`src/rtl/cpu_controller.sv`:
```
// Instruction-sequencing controller for the simple RISC CPU: fetch, decode and the per-instruction
// datapath/memory control sequences. Moore outputs decode from the registered state only.
module cpu_controller #(
    parameter int MEM_LAT = 1
) (
    input  logic       clk,
    input  logic       reset,
    input  logic [2:0] opcode,
    input  logic [1:0] op,
    output logic [3:0] vsel,
    output logic [2:0] nsel,
    output logic       asel,
    output logic       bsel,
    output logic       loada,
    output logic       loadb,
    output logic       loadc,
    output logic       loads,
    output logic       write,
    output logic       load_ir,
    output logic       load_pc,
    output logic       reset_pc,
    output logic       addr_sel,
    output logic       load_addr,
    output logic [1:0] mem_cmd,
    output logic       halted,
    output logic [4:0] state_dbg
);

    typedef enum logic [4:0] {
        S_RST, S_IF1, S_IF2, S_UPDATE_PC, S_DECODE, S_WIMM, S_GET_B, S_GET_A,
        S_ALU_MOV, S_ALU, S_WB, S_STATUS, S_LA, S_ADDR, S_LD_ADDR, S_MEM_RD,
        S_LDR_WB, S_GET_RD, S_STR_C, S_STR_MEM, S_HALT
    } state_t;

    // Instruction class captured in DECODE so later states never look at opcode/op again.
    typedef enum logic [2:0] {K_MOV, K_ALU, K_CMP, K_MVN, K_LDR, K_STR} kind_t;

    localparam logic [1:0] CNT_LAST = 2'(MEM_LAT - 1);
    localparam logic [1:0] MC_NONE  = 2'b00;
    localparam logic [1:0] MC_READ  = 2'b01;
    localparam logic [1:0] MC_WRITE = 2'b10;

    state_t     state_q, state_d;
    kind_t      kind_q, kind_d;
    logic [1:0] cnt_q, cnt_d;

    always_ff @(posedge clk or negedge reset) begin
        if (!reset) begin
            state_q <= S_RST;
            kind_q  <= K_MOV;
            cnt_q   <= 2'd0;
        end else begin
            state_q <= state_d;
            kind_q  <= kind_d;
            cnt_q   <= cnt_d;
        end
    end

    always_comb begin
        state_d = state_q;
        kind_d  = kind_q;
        cnt_d   = 2'd0;
        case (state_q)
            S_RST:       state_d = S_IF1;
            S_IF1: begin
                if (cnt_q == CNT_LAST) state_d = S_IF2;
                else                   cnt_d   = cnt_q + 2'd1;
            end
            S_IF2:       state_d = S_UPDATE_PC;
            S_UPDATE_PC: state_d = S_DECODE;
            S_DECODE: begin
                casez ({opcode, op})
                    5'b110_10: state_d = S_WIMM;
                    5'b110_00: begin state_d = S_GET_B; kind_d = K_MOV; end
                    5'b101_00,
                    5'b101_10: begin state_d = S_GET_B; kind_d = K_ALU; end
                    5'b101_01: begin state_d = S_GET_B; kind_d = K_CMP; end
                    5'b101_11: begin state_d = S_GET_B; kind_d = K_MVN; end
                    5'b011_00: begin state_d = S_LA;    kind_d = K_LDR; end
                    5'b100_00: begin state_d = S_LA;    kind_d = K_STR; end
                    5'b111_??: state_d = S_HALT;
                    default:   state_d = S_IF1;
                endcase
            end
            S_WIMM:      state_d = S_IF1;
            S_GET_B: begin
                if (kind_q == K_MOV)      state_d = S_ALU_MOV;
                else if (kind_q == K_MVN) state_d = S_ALU;
                else                      state_d = S_GET_A;
            end
            S_GET_A:     state_d = S_ALU;
            S_ALU_MOV:   state_d = S_WB;
            S_ALU:       state_d = (kind_q == K_CMP) ? S_STATUS : S_WB;
            S_WB:        state_d = S_IF1;
            S_STATUS:    state_d = S_IF1;
            S_LA:        state_d = S_ADDR;
            S_ADDR:      state_d = S_LD_ADDR;
            S_LD_ADDR:   state_d = (kind_q == K_LDR) ? S_MEM_RD : S_GET_RD;
            S_MEM_RD: begin
                if (cnt_q == CNT_LAST) state_d = S_LDR_WB;
                else                   cnt_d   = cnt_q + 2'd1;
            end
            S_LDR_WB:    state_d = S_IF1;
            S_GET_RD:    state_d = S_STR_C;
            S_STR_C:     state_d = S_STR_MEM;
            S_STR_MEM:   state_d = S_IF1;
            S_HALT:      state_d = S_HALT;
            default:     state_d = S_RST;
        endcase
    end

    always_comb begin
        vsel      = 4'b0000;
        nsel      = 3'b000;
        asel      = 1'b0;
        bsel      = 1'b0;
        loada     = 1'b0;
        loadb     = 1'b0;
        loadc     = 1'b0;
        loads     = 1'b0;
        write     = 1'b0;
        load_ir   = 1'b0;
        load_pc   = 1'b0;
        reset_pc  = 1'b0;
        addr_sel  = 1'b0;
        load_addr = 1'b0;
        mem_cmd   = MC_NONE;
        halted    = 1'b0;
        case (state_q)
            S_RST:       begin reset_pc = 1'b1; load_pc = 1'b1; end
            S_IF1:       begin addr_sel = 1'b1; mem_cmd = MC_READ; end
            S_IF2:       begin addr_sel = 1'b1; mem_cmd = MC_READ; load_ir = 1'b1; end
            S_UPDATE_PC: load_pc = 1'b1;
            S_DECODE:    nsel = 3'b001;
            S_WIMM:      begin vsel = 4'b0100; nsel = 3'b001; write = 1'b1; end
            S_GET_B:     begin nsel = 3'b100; loadb = 1'b1; end
            S_GET_A:     begin nsel = 3'b001; loada = 1'b1; end
            S_ALU_MOV:   begin asel = 1'b1; loadc = 1'b1; end
            S_ALU:       loadc = 1'b1;
            S_WB:        begin vsel = 4'b0001; nsel = 3'b010; write = 1'b1; end
            S_STATUS:    loads = 1'b1;
            S_LA:        begin nsel = 3'b001; loada = 1'b1; end
            S_ADDR:      begin bsel = 1'b1; loadc = 1'b1; end
            S_LD_ADDR:   load_addr = 1'b1;
            S_MEM_RD:    mem_cmd = MC_READ;
            S_LDR_WB: begin
                mem_cmd = MC_READ;
                vsel    = 4'b1000;
                nsel    = 3'b010;
                write   = 1'b1;
            end
            S_GET_RD:    begin nsel = 3'b010; loadb = 1'b1; end
            S_STR_C:     begin asel = 1'b1; loadc = 1'b1; end
            S_STR_MEM:   mem_cmd = MC_WRITE;
            S_HALT:      halted = 1'b1;
            default:     ;
        endcase
    end

    assign state_dbg = state_q;

endmodule

```
`config.mk`:
```
export PLATFORM = sky130hd
export DESIGN_NAME = cpu_controller
export DESIGN_NICKNAME = d
export VERILOG_FILES = /design/src/rtl/cpu_controller.sv
export SDC_FILE = /design/constraint.sdc
export NUM_CORES = 1
export LEC_CHECK = 0
export BUFFER_PORTS_ARGS = -buffer_cell sky130_fd_sc_hd__buf_4
export CAP_MARGIN = 20
export CORE_ASPECT_RATIO = 0.8
export CORE_UTILIZATION = 45
export CTS_CLUSTER_DIAMETER = 120
export DETAILED_ROUTE_END_ITERATION = 8
export PLACE_DENSITY = 0.7
export SLEW_MARGIN = 10
export SYNTH_ARGS = -nofsm -noshare
export SYNTH_HDL_FRONTEND = slang
export SYNTH_SLANG_ARGS = --single-unit
```
`constraint.sdc`:
```
create_clock -name clk -period 2 [get_ports clk]
set_input_delay 0.6 -clock clk [delete_from_list [all_inputs] [get_ports clk]]
set_output_delay 0.6 -clock clk [all_outputs]
set_load 0.005 [all_outputs]
```
==> results.json <==
{
  "setup_viol": 19,
  "rsz0062_at_grt": "true",
  "power_density_nw_per_um2": 1478,
  "grt_max_degree": 14,
  "cts_made_buffers": 3,
  "synth_flop_cell": "dfrtp_1",
  "row_count": 16,
  "clock_latency_ns": 0.27,
  "maxCapViolCount": 0,
  "drt-wirelength-per-cell_um": 18.80,
  "min_period_ns": 2.230,
  "critPathMaxFanout": 7,
  "synthArstFlopShare_pct": 100.0,
  "ant_nets": 0,
  "fin_crit_sh_pct": 111.5,
  "place_inst": 242,
  "h-tree-depth": 1,
  "ff2ff_path_depth": 6,
  "first_pass_iters": 7,
  "max_freq_mhz": 448.4,
  "vias": 1701,
  "synth-seq-cells": 10,
  "cts_tree": "built",
  "drive_gt1_share_pct": 48.92,
  "synth_cell_types": 57,
  "cts.hold.buffers_added": 0,
  "hold_viol_final": 0,
  "gp_congestion": 0.9140,
  "drc": 0,
  "p_total_mw": 2.949,
  "nets": 242,
  "hpwl_um": 2737,
  "violations": "negative setup slack",
  "status": "finished with violations",
  "ys_warn_count": 0,
  "overflow": 0,
  "yosysSeqAreaShare_pct": 19.82,
  "worstSetupStartpointType": "flop",
  "die_w_um": 61.22,
  "antenna_cells": 0,
  "cp.arrival_ns": 1.63,
  "syn_nets": 185,
  "grt_usage_pct": 33.03,
  "peakVddDrop_mv": 0.8832,
  "grt_pass1_wl_um": 7307,
  "wirelength_um": 5019,
  "dr.first_iter.drc_count": 178,
  "cts_root_buf": "clkbuf_4",
  "path_clk_slew_ns": 0.06,
  "ios": 34,
  "synth_area_um2": 1262,
  "vias_per_cell": 6.371,
  "synth_cells": 176,
  "synth_edf_count": 0,
  "start_util_pct": 49.66,
  "grt_pass1_vias": 1455,
  "finalNonFillerCells": 267,
  "io_buffers": 32,
  "antenna_found_initial": 0,
  "cts.sinks": 10,
  "cp-end-kind": "output pin",
  "fin_skew_ns": 0.006200,
  "fin_tns_setup_ns": -1.685,
  "dieArea_um2": 3023,
  "avgSynthCellArea_um2": 7.173,
  "clockBufferDepth": 2,
  "area_growth_pct": 58.08,
  "hp-class": "input pin to async pin",
  "drv_slew": 0,
  "r2r_slack_ns": -0.03,
  "r2r-end": "kind_q[0]",
  "timing.rr.start": "state_dbg[3]",
  "core_um2": 2542,
  "crit_type": "flop to output pin",
  "pre_cts_slack_ns": 0.03833,
  "worst_ep_required_time_ns": 1.40,
  "power_leakage_nw": 0.8847,
  "fp.dieH_um": 49.38,
  "setup_ws_ns": -0.2300
}
==> timing repair <==
action	4_1_cts	5_1_grt
setup endpoints to repair	21	24
hold endpoints to repair	0	0
resized for setup	35	19
gates cloned	1	0
setup buffers	15	9
pin swaps	5	11
==> cells in the final DEF (no fill, tap or decap), types with 3 or more instances in the layout <==
cell / Yosys / routed
dfrtp_1: 10 / 6
dfrtp_2: 0 / 4
clkbuf_4: 0 / 3
nor2_1: 26 / 20
o21ai_0: 5 / 4
o211ai_1: 4 / 4
o21ai_1: 3 / 4
nand2_1: 10 / 6
nor2b_4: 0 / 3
nor2b_1: 9 / 5
buf_4: 2 / 57
inv_1: 7 / 7
buf_6: 1 / 8
nor2_2: 2 / 4
nor2_4: 0 / 4
a21oi_2: 0 / 3
o22ai_1: 3 / 3
nand2_2: 1 / 4
a21o_1: 3 / 3
a21oi_1: 11 / 8
nor3_1: 5 / 3
==> cells in the mapped netlist (all sizes together) (3+ instances only) <==
library cell | n | share of area, %
a21o | 3 | 1.8
a21oi | 11 | 4.4
buf | 13 | 6.0
clkbuf | 4 | 1.2
dfrtp | 10 | 20
inv | 9 | 2.7
nand2 | 11 | 3.5
nand2b | 4 | 2.0
nor2 | 28 | 8.7
nor2b | 9 | 4.5
nor3 | 5 | 2.0
nor3b | 5 | 3.9
o211ai | 4 | 2.4
o21ai | 8 | 3.2
o22ai | 3 | 1.5
o32ai | 3 | 2.1
or3b | 3 | 2.1
==> layout make-up <==
cell class	instances	area, um^2
clock buffers	3	22.52
fillers	177	546.8
inverters	9	36.28
multi-input cells	140	1041
flip-flops and latches	10	255.2
well taps	36	45.04
repair buffers	69	595.6
==> flip-flops by register name (all words and copies together), names as in the netlist <==
| signal | flops |
|---|---|
| state_dbg | 5 |
| kind_q | 3 |
| cnt_q | 2 |
==> metrics by stage <==
stage / utilization [%] / instance area (um^2) / hold slack [ns]
after floorplan: - / 1262 / 0.3044
after global placement: 62.20 / 1582 / 0.4288
after detailed placement: 62.20 / 1582 / 0.4309
after CTS: 73.33 / 1864 / 0.1365
after global routing: 78.49 / 1996 / 0.1429
final: 78.49 / 1996 / 0.1425
==> power breakdown <==
part	switching, mW	internal (mW)
Sequential	0.146	0.272
Clock	0.0669	0.0695
Combinational	1.19	1.20
==> cells by family after synthesis <==
kind of cell	after synthesis	share of synthesized area (%)
AND/OR/NAND/NOR	80	34.79
adder cells (fa/ha/maj)	2	1.982
multiplexers	1	0.8919
AO/OA/AOI/OAI	54	30.92
XOR/XNOR	2	1.388
buffers and inverters	26	9.911
flip-flops	10	19.82
other	1	0.2970
==> how the worst max path moves through the flow <==
stage | start | to | slack (ns) | cells after the start
2_1_floorplan | state_dbg[2] | mem_cmd[0] | 0.12 | 4
3_3_place_gp | state_dbg[3] | write | 0.08 | 6
3_5_place_dp | state_dbg[2] | load_pc | 0.04 | 5
4_1_cts | state_dbg[3] | write | -0.15 | 6
5_1_grt | state_dbg[1] | asel | -0.28 | 6
6_report | state_dbg[1] | nsel[1] | -0.23 | 7
==> worst max-delay path, stage by stage, from the launching register on <==
cell,delay [ns]
dfrtp_2,0.48
buf_6,0.15
buf_12,0.12
nor2_4,0.15
buf_6,0.11
a21oi_2,0.03
nor2_1,0.17
buf_4,0.15
==> layer usage <==
| metal | wire (um) | global-route usage (%) | share of wire (%) | up-vias |
|---|---|---|---|---|
| met5 | 0 | 0 | 0 | - |
| li1 | - | - | - | 747 |
| met3 | 528 | 4.244 | 11 | 30 |
| met1 | 1948 | 46.42 | 39 | 807 |
| met4 | 223 | 10.98 | 4.4 | 0 |
| met2 | 2318 | 51.27 | 46 | 117 |
Power figures use the tool's default switching activity.
